<file path="src/rtl/cci_mpf_c0_rd_arb.sv">
// cci_mpf_c0_rd_arb
//   Two-port round-robin arbiter for CCI c0 read-line requests with
//   per-port in-flight tracking and response routing. The MSB of the
//   metadata tag carries the originating port through the FIU.
//
// Ports:
//   clk, reset                 clock, async active-high reset
//   rqN_valid/addr/mdata       requester N read request (N = 0,1)
//   rqN_grant                  combinational accept for requester N
//   fiu_tx_valid/addr/mdata    registered read request toward FIU
//   fiu_tx_alm_full            FIU c0 request channel almost full
//   fiu_rx_valid/mdata/data    read response from FIU
//   rsN_valid/mdata/data       registered response routed to requester N
//   err_mdata                  sticky: request seen with tag MSB set
//   err_underflow              sticky: response for port with none in flight
module cci_mpf_c0_rd_arb #(
    parameter int unsigned ADDR_WIDTH      = 42,
    parameter int unsigned MDATA_WIDTH     = 16,
    parameter int unsigned DATA_WIDTH      = 512,
    parameter int unsigned MAX_OUTSTANDING = 32
) (
    input  logic                   clk,
    input  logic                   reset,

    input  logic                   rq0_valid,
    input  logic [ADDR_WIDTH-1:0]  rq0_addr,
    input  logic [MDATA_WIDTH-1:0] rq0_mdata,
    output logic                   rq0_grant,
    input  logic                   rq1_valid,
    input  logic [ADDR_WIDTH-1:0]  rq1_addr,
    input  logic [MDATA_WIDTH-1:0] rq1_mdata,
    output logic                   rq1_grant,

    output logic                   fiu_tx_valid,
    output logic [ADDR_WIDTH-1:0]  fiu_tx_addr,
    output logic [MDATA_WIDTH-1:0] fiu_tx_mdata,
    input  logic                   fiu_tx_alm_full,

    input  logic                   fiu_rx_valid,
    input  logic [MDATA_WIDTH-1:0] fiu_rx_mdata,
    input  logic [DATA_WIDTH-1:0]  fiu_rx_data,

    output logic                   rs0_valid,
    output logic [MDATA_WIDTH-1:0] rs0_mdata,
    output logic [DATA_WIDTH-1:0]  rs0_data,
    output logic                   rs1_valid,
    output logic [MDATA_WIDTH-1:0] rs1_mdata,
    output logic [DATA_WIDTH-1:0]  rs1_data,

    output logic                   err_mdata,
    output logic                   err_underflow
);

    localparam int unsigned CW  = $clog2(MAX_OUTSTANDING + 1);
    localparam int unsigned MSB = MDATA_WIDTH - 1;
    localparam logic [CW-1:0] MAX_CNT = CW'(MAX_OUTSTANDING);

    logic [1:0]             rq_valid;
    logic [1:0]             elig;
    logic [1:0]             grant;
    logic [1:0]             rsp_hit;

    logic                   rr_q, rr_d;
    logic [CW-1:0]          cnt_q [2];
    logic [CW-1:0]          cnt_d [2];

    logic                   tx_valid_q, tx_valid_d;
    logic [ADDR_WIDTH-1:0]  tx_addr_q, tx_addr_d;
    logic [MDATA_WIDTH-1:0] tx_mdata_q, tx_mdata_d;

    logic                   rs0_valid_q, rs0_valid_d;
    logic [MDATA_WIDTH-1:0] rs0_mdata_q, rs0_mdata_d;
    logic [DATA_WIDTH-1:0]  rs0_data_q, rs0_data_d;
    logic                   rs1_valid_q, rs1_valid_d;
    logic [MDATA_WIDTH-1:0] rs1_mdata_q, rs1_mdata_d;
    logic [DATA_WIDTH-1:0]  rs1_data_q, rs1_data_d;

    logic                   err_mdata_q, err_mdata_d;
    logic                   err_underflow_q, err_underflow_d;

    assign rq_valid   = {rq1_valid, rq0_valid};
    assign rsp_hit[0] = fiu_rx_valid & ~fiu_rx_mdata[MSB];
    assign rsp_hit[1] = fiu_rx_valid &  fiu_rx_mdata[MSB];

    // Arbitration: a lone eligible port wins outright; a tie goes to rr.
    // Grants are forced low while reset is held.
    always_comb begin
        for (int unsigned i = 0; i < 2; i++) begin
            elig[i] = ~reset & rq_valid[i] & ~fiu_tx_alm_full & (cnt_q[i] < MAX_CNT);
        end
        grant[0] = elig[0] & (~elig[1] | ~rr_q);
        grant[1] = elig[1] & (~elig[0] |  rr_q);
    end

    assign rq0_grant = grant[0];
    assign rq1_grant = grant[1];

    always_comb begin
        rr_d = rr_q;
        if (grant[0])      rr_d = 1'b1;
        else if (grant[1]) rr_d = 1'b0;

        tx_valid_d = |grant;
        tx_addr_d  = tx_addr_q;
        tx_mdata_d = tx_mdata_q;
        if (grant[0]) begin
            tx_addr_d  = rq0_addr;
            tx_mdata_d = {1'b0, rq0_mdata[MSB-1:0]};
        end else if (grant[1]) begin
            tx_addr_d  = rq1_addr;
            tx_mdata_d = {1'b1, rq1_mdata[MSB-1:0]};
        end
    end

    // In-flight counters. A response hitting an empty counter is flagged
    // but the counter is clamped at zero; grant+response cancel out.
    always_comb begin
        err_underflow_d = err_underflow_q;
        for (int unsigned i = 0; i < 2; i++) begin
            cnt_d[i] = cnt_q[i];
            if (grant[i] && !rsp_hit[i]) begin
                cnt_d[i] = cnt_q[i] + CW'(1);
            end else if (rsp_hit[i] && !grant[i]) begin
                if (cnt_q[i] == '0) err_underflow_d = 1'b1;
                else                cnt_d[i] = cnt_q[i] - CW'(1);
            end
        end
        err_mdata_d = err_mdata_q | (rq0_valid & rq0_mdata[MSB]) | (rq1_valid & rq1_mdata[MSB]);
    end

    always_comb begin
        rs0_valid_d = rsp_hit[0];
        rs0_mdata_d = rs0_mdata_q;
        rs0_data_d  = rs0_data_q;
        rs1_valid_d = rsp_hit[1];
        rs1_mdata_d = rs1_mdata_q;
        rs1_data_d  = rs1_data_q;
        if (rsp_hit[0]) begin
            rs0_mdata_d = {1'b0, fiu_rx_mdata[MSB-1:0]};
            rs0_data_d  = fiu_rx_data;
        end
        if (rsp_hit[1]) begin
            rs1_mdata_d = {1'b0, fiu_rx_mdata[MSB-1:0]};
            rs1_data_d  = fiu_rx_data;
        end
    end

    always_ff @(posedge clk or posedge reset) begin
        if (reset) begin
            rr_q            <= 1'b0;
            cnt_q[0]        <= '0;
            cnt_q[1]        <= '0;
            tx_valid_q      <= 1'b0;
            tx_addr_q       <= '0;
            tx_mdata_q      <= '0;
            rs0_valid_q     <= 1'b0;
            rs0_mdata_q     <= '0;
            rs0_data_q      <= '0;
            rs1_valid_q     <= 1'b0;
            rs1_mdata_q     <= '0;
            rs1_data_q      <= '0;
            err_mdata_q     <= 1'b0;
            err_underflow_q <= 1'b0;
        end else begin
            rr_q            <= rr_d;
            cnt_q[0]        <= cnt_d[0];
            cnt_q[1]        <= cnt_d[1];
            tx_valid_q      <= tx_valid_d;
            tx_addr_q       <= tx_addr_d;
            tx_mdata_q      <= tx_mdata_d;
            rs0_valid_q     <= rs0_valid_d;
            rs0_mdata_q     <= rs0_mdata_d;
            rs0_data_q      <= rs0_data_d;
            rs1_valid_q     <= rs1_valid_d;
            rs1_mdata_q     <= rs1_mdata_d;
            rs1_data_q      <= rs1_data_d;
            err_mdata_q     <= err_mdata_d;
            err_underflow_q <= err_underflow_d;
        end
    end

    assign fiu_tx_valid  = tx_valid_q;
    assign fiu_tx_addr   = tx_addr_q;
    assign fiu_tx_mdata  = tx_mdata_q;
    assign rs0_valid     = rs0_valid_q;
    assign rs0_mdata     = rs0_mdata_q;
    assign rs0_data      = rs0_data_q;
    assign rs1_valid     = rs1_valid_q;
    assign rs1_mdata     = rs1_mdata_q;
    assign rs1_data      = rs1_data_q;
    assign err_mdata     = err_mdata_q;
    assign err_underflow = err_underflow_q;

endmodule

</file>
<file path="config.mk">
export PLATFORM = sky130hd
export DESIGN_NAME = cci_mpf_c0_rd_arb
export DESIGN_NICKNAME = d
export VERILOG_FILES = /design/src/rtl/cci_mpf_c0_rd_arb.sv
export SDC_FILE = /design/constraint.sdc
export NUM_CORES = 2
export LEC_CHECK = 0
export CORE_AREA = 2 2 698 700
export DETAILED_ROUTE_END_ITERATION = 10
export DIE_AREA = 0 0 700 702
export HOLD_SLACK_MARGIN = 0.1
export SLEW_MARGIN = 20
export SYNTH_ARGS = -nofsm -noshare
export SYNTH_HDL_FRONTEND = slang
export SYNTH_SLANG_ARGS = --single-unit
</file>
<file path="constraint.sdc">
create_clock -name clk -period 46.8 [get_ports clk]
set_input_delay 14.04 -clock clk [delete_from_list [all_inputs] [get_ports clk]]
set_output_delay 14.04 -clock clk [all_outputs]
set_load 0.05 [all_outputs]
</file>
; Word level (Yosys, flattened, before mapping)
; Index checks and enable logic that the tools add are counted.
[totals]
romBits = 0
mem_bits_rw = 0
input_bits = 650
latch_bits = 0
elab_cells = 78
regBits = 1130
out_inout_bits = 1121
mem_count = 0
[op_classes]
muxes = 18
mul = 0
n_eq_ne = 2
order_cmp = 2
div = 0
n_bitwise = 22
n_reduce_logical = 16
shifts = 0
add_sub_neg = 4
[ops]
columns = operator, n
row1 = 2-to-1 mux 42 bit, 2
row2 = 2-to-1 mux 6 bit, 6
row3 = 2-to-1 mux 16 bit, 2
row4 = "adder 6 x 1 -> 6 bit, second input constant", 2
row5 = AND 1 bit, 12
row6 = zero test 6 bit, 2
row7 = "< comparator 6 bit, second input constant", 2
row8 = "subtractor 6 x 1 -> 6 bit, second input constant", 2
row9 = 2-to-1 mux 1 bit, 8
row10 = NOT 1 bit, 6
row11 = nonzero test 2 bit, 3
row12 = logical AND 1 bit, 4
row13 = zero test 1 bit, 4
row14 = "!= test 2 bit, second input constant", 2
row15 = bitwise OR 1 bit, 4
row16 = AND reduction 2 bit, 2
row17 = OR reduction 2 bit, 1

; Depth between registers and ports, before layout
[logic_depth]
ltp_word = 14
depth_mapped = 11
depth_no_buf = 9

; Least setup slack after synthesis
; No wires, ideal clock.
[synth_path]
path_type = input to output
start = input reset
end = output rq0_grant
path_buffers = 1
arrival_ns = 14.966
required_time_ns = 32.760
path_stages = 3
slack_ns = 17.794
cell_sequence = nor4b_4 -> a21boi_2 -> buf_2
[synth_via]
elab_chain_len = 7
word_cells_on_any_way = 10
classes_between = bitwise (10)
[synth_lines]
columns = element, line_no
row1 = start: declaration, 23  ; input logic reset,
row2 = NOT 1 bit (*), 89  ; elig[i] = ~reset & rq_valid[i] & ~fiu_tx_alm_full & (cnt_q[i] < MAX_CNT);
row3 = AND 1 bit (3 in series), 89
row4 = NOT 1 bit, 91  ; grant[0] = elig[0] & (~elig[1] | ~rr_q);
row5 = bitwise OR 1 bit, 91
row6 = AND 1 bit (*), 91
row7 = end: declaration, 28  ; output logic rq0_grant,
; Mark *: on every way between the ends. The rest lies on a longest branch, timed or not.

; Worst setup path after layout
; Ends and elaborated chain as after synthesis.

==> summary.txt <==
Status
  – Status: completed

Power
  – Switching Share: 41.56%
  – Leak pwr: 33.39 nW
  – Power per Cell Area: 51.22 nW/µm²
  – Comb power frac: 34.7%
  – IR drop worst, VDD: 0.03109 mV
  – Clock share of power: 32.8%
  – NetSw: 1.557 mW
  – Internal power: 2.190 mW
  – Sequential share of power: 32.5%

Yosys
  – Post-synth EDFFs: 0
  – Main area contributors after synthesis: dfrtp_1 66%, nand2_1 28%, clkbuf_1 2.0%, a21oi_1 0.61%, o21ai_0 0.54%
  – Average size of a mapped cell: 8.816 µm²
  – Synth cell types: 41
  – Synth Instances: 4868
  – Post-synth top area share: 65.89%
  – Top_reg_cell synth: dfrtp_1
  – Synth area leader: dfrtp_1
  – Synth Cell Area: 42920 µm²
  – Synth warn: 0
  – Sequential element share of the synthesized area: 65.89%
  – Synthesized flop and latch total: 1130
  – Async SR Flop Fraction: 100.0%

Setup path
  – Most common cell type on the critical path: clkdlybuf4s50_1
  – Critical path class: input port to output port
  – Required time at the worst-slack endpoint: 32.76 ns
  – CP startpoint kind: input port
  – Peak per-stage delay on the critical path: 0.87 ns
  – CP Data Arrival Time: 16.29 ns
  – Critical-path top delay cell: clkdlybuf4s50_1
  – FF-to-FF Start: cnt_q[5]
  – Worst reg2reg endpoint: cnt_q[5]
  – Critical path cell sequence: clkdlybuf4s50_1 -> nor4b_4 -> a21boi_4 -> clkdlybuf4s50_1
  – R2R Setup Slk: 43.46 ns
  – CP endpoint kind: output port
  – Crit-path max FO: 7
  – R2R cell count: 7

Timing
  – Hold slack: 0.4675 ns
  – Fmax: 0.03297 GHz
  – Measured slew at the worst slew-check pin: 1.174 ns
  – Final Hold Vio Count: 0
  – Unrepaired setup endpoints after global routing: no
  – Clk_skew: 0.01580 ns
  – Crit share post-route: 64.81%
  – Pins over their slew limit: 0
  – Final count of negative-setup-slack endpoints: 0
  – Final TNS setup: 0 ns
  – Fin crit period: 30.33 ns
  – Max-Slew Margin vs Limit: 21.48%

Drt
  – DR vias: 41540
  – # DRC: 0
  – Drt total wl: 361400 µm
  – Post-DRT Antenna Nets: 0
  – WL/cell: 27.39 µm
  – Starting DRC count in detailed routing: 3196
  – Drt first pass iters: 7
  – Vias per cell: 3.148

Global route
  – Largest net degree at the start of global routing: 157
  – First-pass GRT wire length: 449800 µm
  – GRT Total Usage: 14.07%
  – Initial antenna violation count: 123
  – GRT Residual Overflow: 0
  – Vias in the first global route: 40660

Clock network
  – Skew-Pair Late Insertion Delay: 0.82 ns
  – Post_cts resized: 0
  – TritonCTS sink count: 1130
  – CTS Hold Bufs: 0
  – Clock Root Buffer: clkbuf_16
  – Worst-path clk slew: 0.05 ns
  – CTS tree: yes
  – Max clock buf depth: 4
  – Post-CTS Setup Inserts: 0
  – H-tree depth: 4
  – TritonCTS Buffers: 152

Placement
  – Placed Instances: 12880
  – GPL Wtd Cong: 0.9447
  – Final HPWL DP: 304100 µm
  – # port buffers: 1768

Floorplanning
  – Area of the core: 484300 µm²
  – DIE HEIGHT: 702 µm
  – Die ar.: 491400 µm²
  – I/O pin count: 1771
  – Chip Width: 700 µm
  – Std cell rows: 256
  – Starting Density: 8.862%

Min path
  – Hold_sp: rs1_data[140]
  – Min-Delay Path Class: flip-flop to flip-flop
  – Worst Hold End: rs1_data[140]
  – Worst hold stages: 2

Cells and area
  – Area growth syn-to-layout: 70.45%
  – Final #Nets: 7250
  – Layout cells sized above 1: 5.731%
  – # fillers: 55030
  – Multi-input gate area: 13570 µm²
  – Storage cell area: 28280 µm²
  – Post-Layout Cell Count: 13200

Job
  – Max Cap Viol: 0
-- worst max-delay path by stage --
stage / to / slack, ns / from
6_report: rq0_grant / 16.47 / reset
5_1_grt: rq1_grant / 16.40 / reset
4_1_cts: rq0_grant / 16.46 / reset
3_5_place_dp: rq0_grant / 16.48 / reset
3_3_place_gp: rq0_grant / 16.48 / reset
2_1_floorplan: cnt_q[0] / 0.94 / reset
-- area by class of cell --
type	count	area share, %
sequential	1130	38.65
timing repair buffer	1823	24.53
multi-input combinational	3453	18.55
tap	6450	11.03
clock buffer	215	5.935
clock inverter	53	0.9800
inverter	26	0.1642
antenna	47	0.1608
-- cell usage after synthesis, drive strengths merged (3+ instances only) --
cell    count
a21o        3
nor2       49
inv        26
a222oi     11
or4         4
dfrtp    1130
o31ai       3
a21oi      52
nand2    3219
ha         12
xor2        4
nand2b      3
nand3       4
clkbuf    232
o21ai      56
buf        28
-- per-stage QoR --
| step | power, mW | area (µm²) | worst slack [ns] | utilization (%) |
|---|---|---|---|---|
| global placement | 2.549 | 67970 | 16.48 | 14.03 |
| CTS | 3.817 | 73050 | 16.46 | 15.08 |
| finish | 3.747 | 73150 | 16.47 | 15.10 |
| global route | 3.903 | 73090 | 16.40 | 15.09 |
| detailed placement | 2.553 | 67990 | 16.48 | 14.04 |
| floorplan | 1.897 | 42920 | 0.9381 | - |
-- layer usage --
metal | global-route usage, % | share of wire (%)
met1 | 15.56 | 37
met2 | 21.67 | 44
met3 | 8.499 | 14
met4 | 5.927 | 5.0
met5 | 0 | 0.070
-- registers in the layout, summed over array words and instances (netlist names) --
| name | cells |
|---|---|
| cnt_q | 12 |
| err_mdata | 1 |
| err_underflow | 1 |
| fiu_tx_addr | 42 |
| fiu_tx_mdata | 16 |
| fiu_tx_valid | 1 |
| rr_q | 1 |
| rs0_data | 512 |
| rs0_mdata | 15 |
| rs0_valid | 1 |
| rs1_data | 512 |
| rs1_mdata | 15 |
| rs1_valid | 1 |
-- worst max-delay path, delay by kind of cell --
| family | cells | cell delay (ns) |
|---|---|---|
| buffers and inverters | 2 | 1.48 |
| AOI/OAI and AO/OA | 1 | 0.39 |
| and+or+nand+nor | 1 | 0.38 |
-- power groups by stage --
stage	clock, mW	combinational (mW)	sequential, mW
2_1_floorplan	0	0.190	1.71
3_3_place_gp	0	1.32	1.23
3_5_place_dp	0	1.32	1.23
4_1_cts	1.28	1.33	1.22
5_1_grt	1.31	1.36	1.23
6_report	1.23	1.30	1.22
-- cell families (layout without fill, tap and decap cells) --
logic type / after synthesis / after routing / synth area share [%]
and+or+nand+nor: 3291 / 3291 / 29.01
DFF: 1130 / 1130 / 65.89
buffers and inverters: 286 / 2117 / 2.583
AOI/OAI and AO/OA: 137 / 137 / 1.869
adders and majority gates: 14 / 14 / 0.4431
xor gates and xnor gates: 6 / 6 / 0.1224
muxes: 3 / 3 / 0.07288
other: 1 / 49 / 0.008738
-- cells in the final DEF, fill, tap and decap left out, types with 11 or more instances in the layout --
cell / count
clkbuf_16: 153
buf_4: 119
a21oi_1: 52
o21ai_0: 46
inv_1: 23
clkinv_2: 19
clkbuf_1: 34
nand2_1: 3218
a222oi_1: 11
nor2_1: 48
bufinv_16: 12
ha_1: 12
clkbuf_8: 28
dfrtp_1: 1130
clkdlybuf4s50_1: 1688
diode_2: 47
No activity file was read; power rests on OpenSTA's default activity.
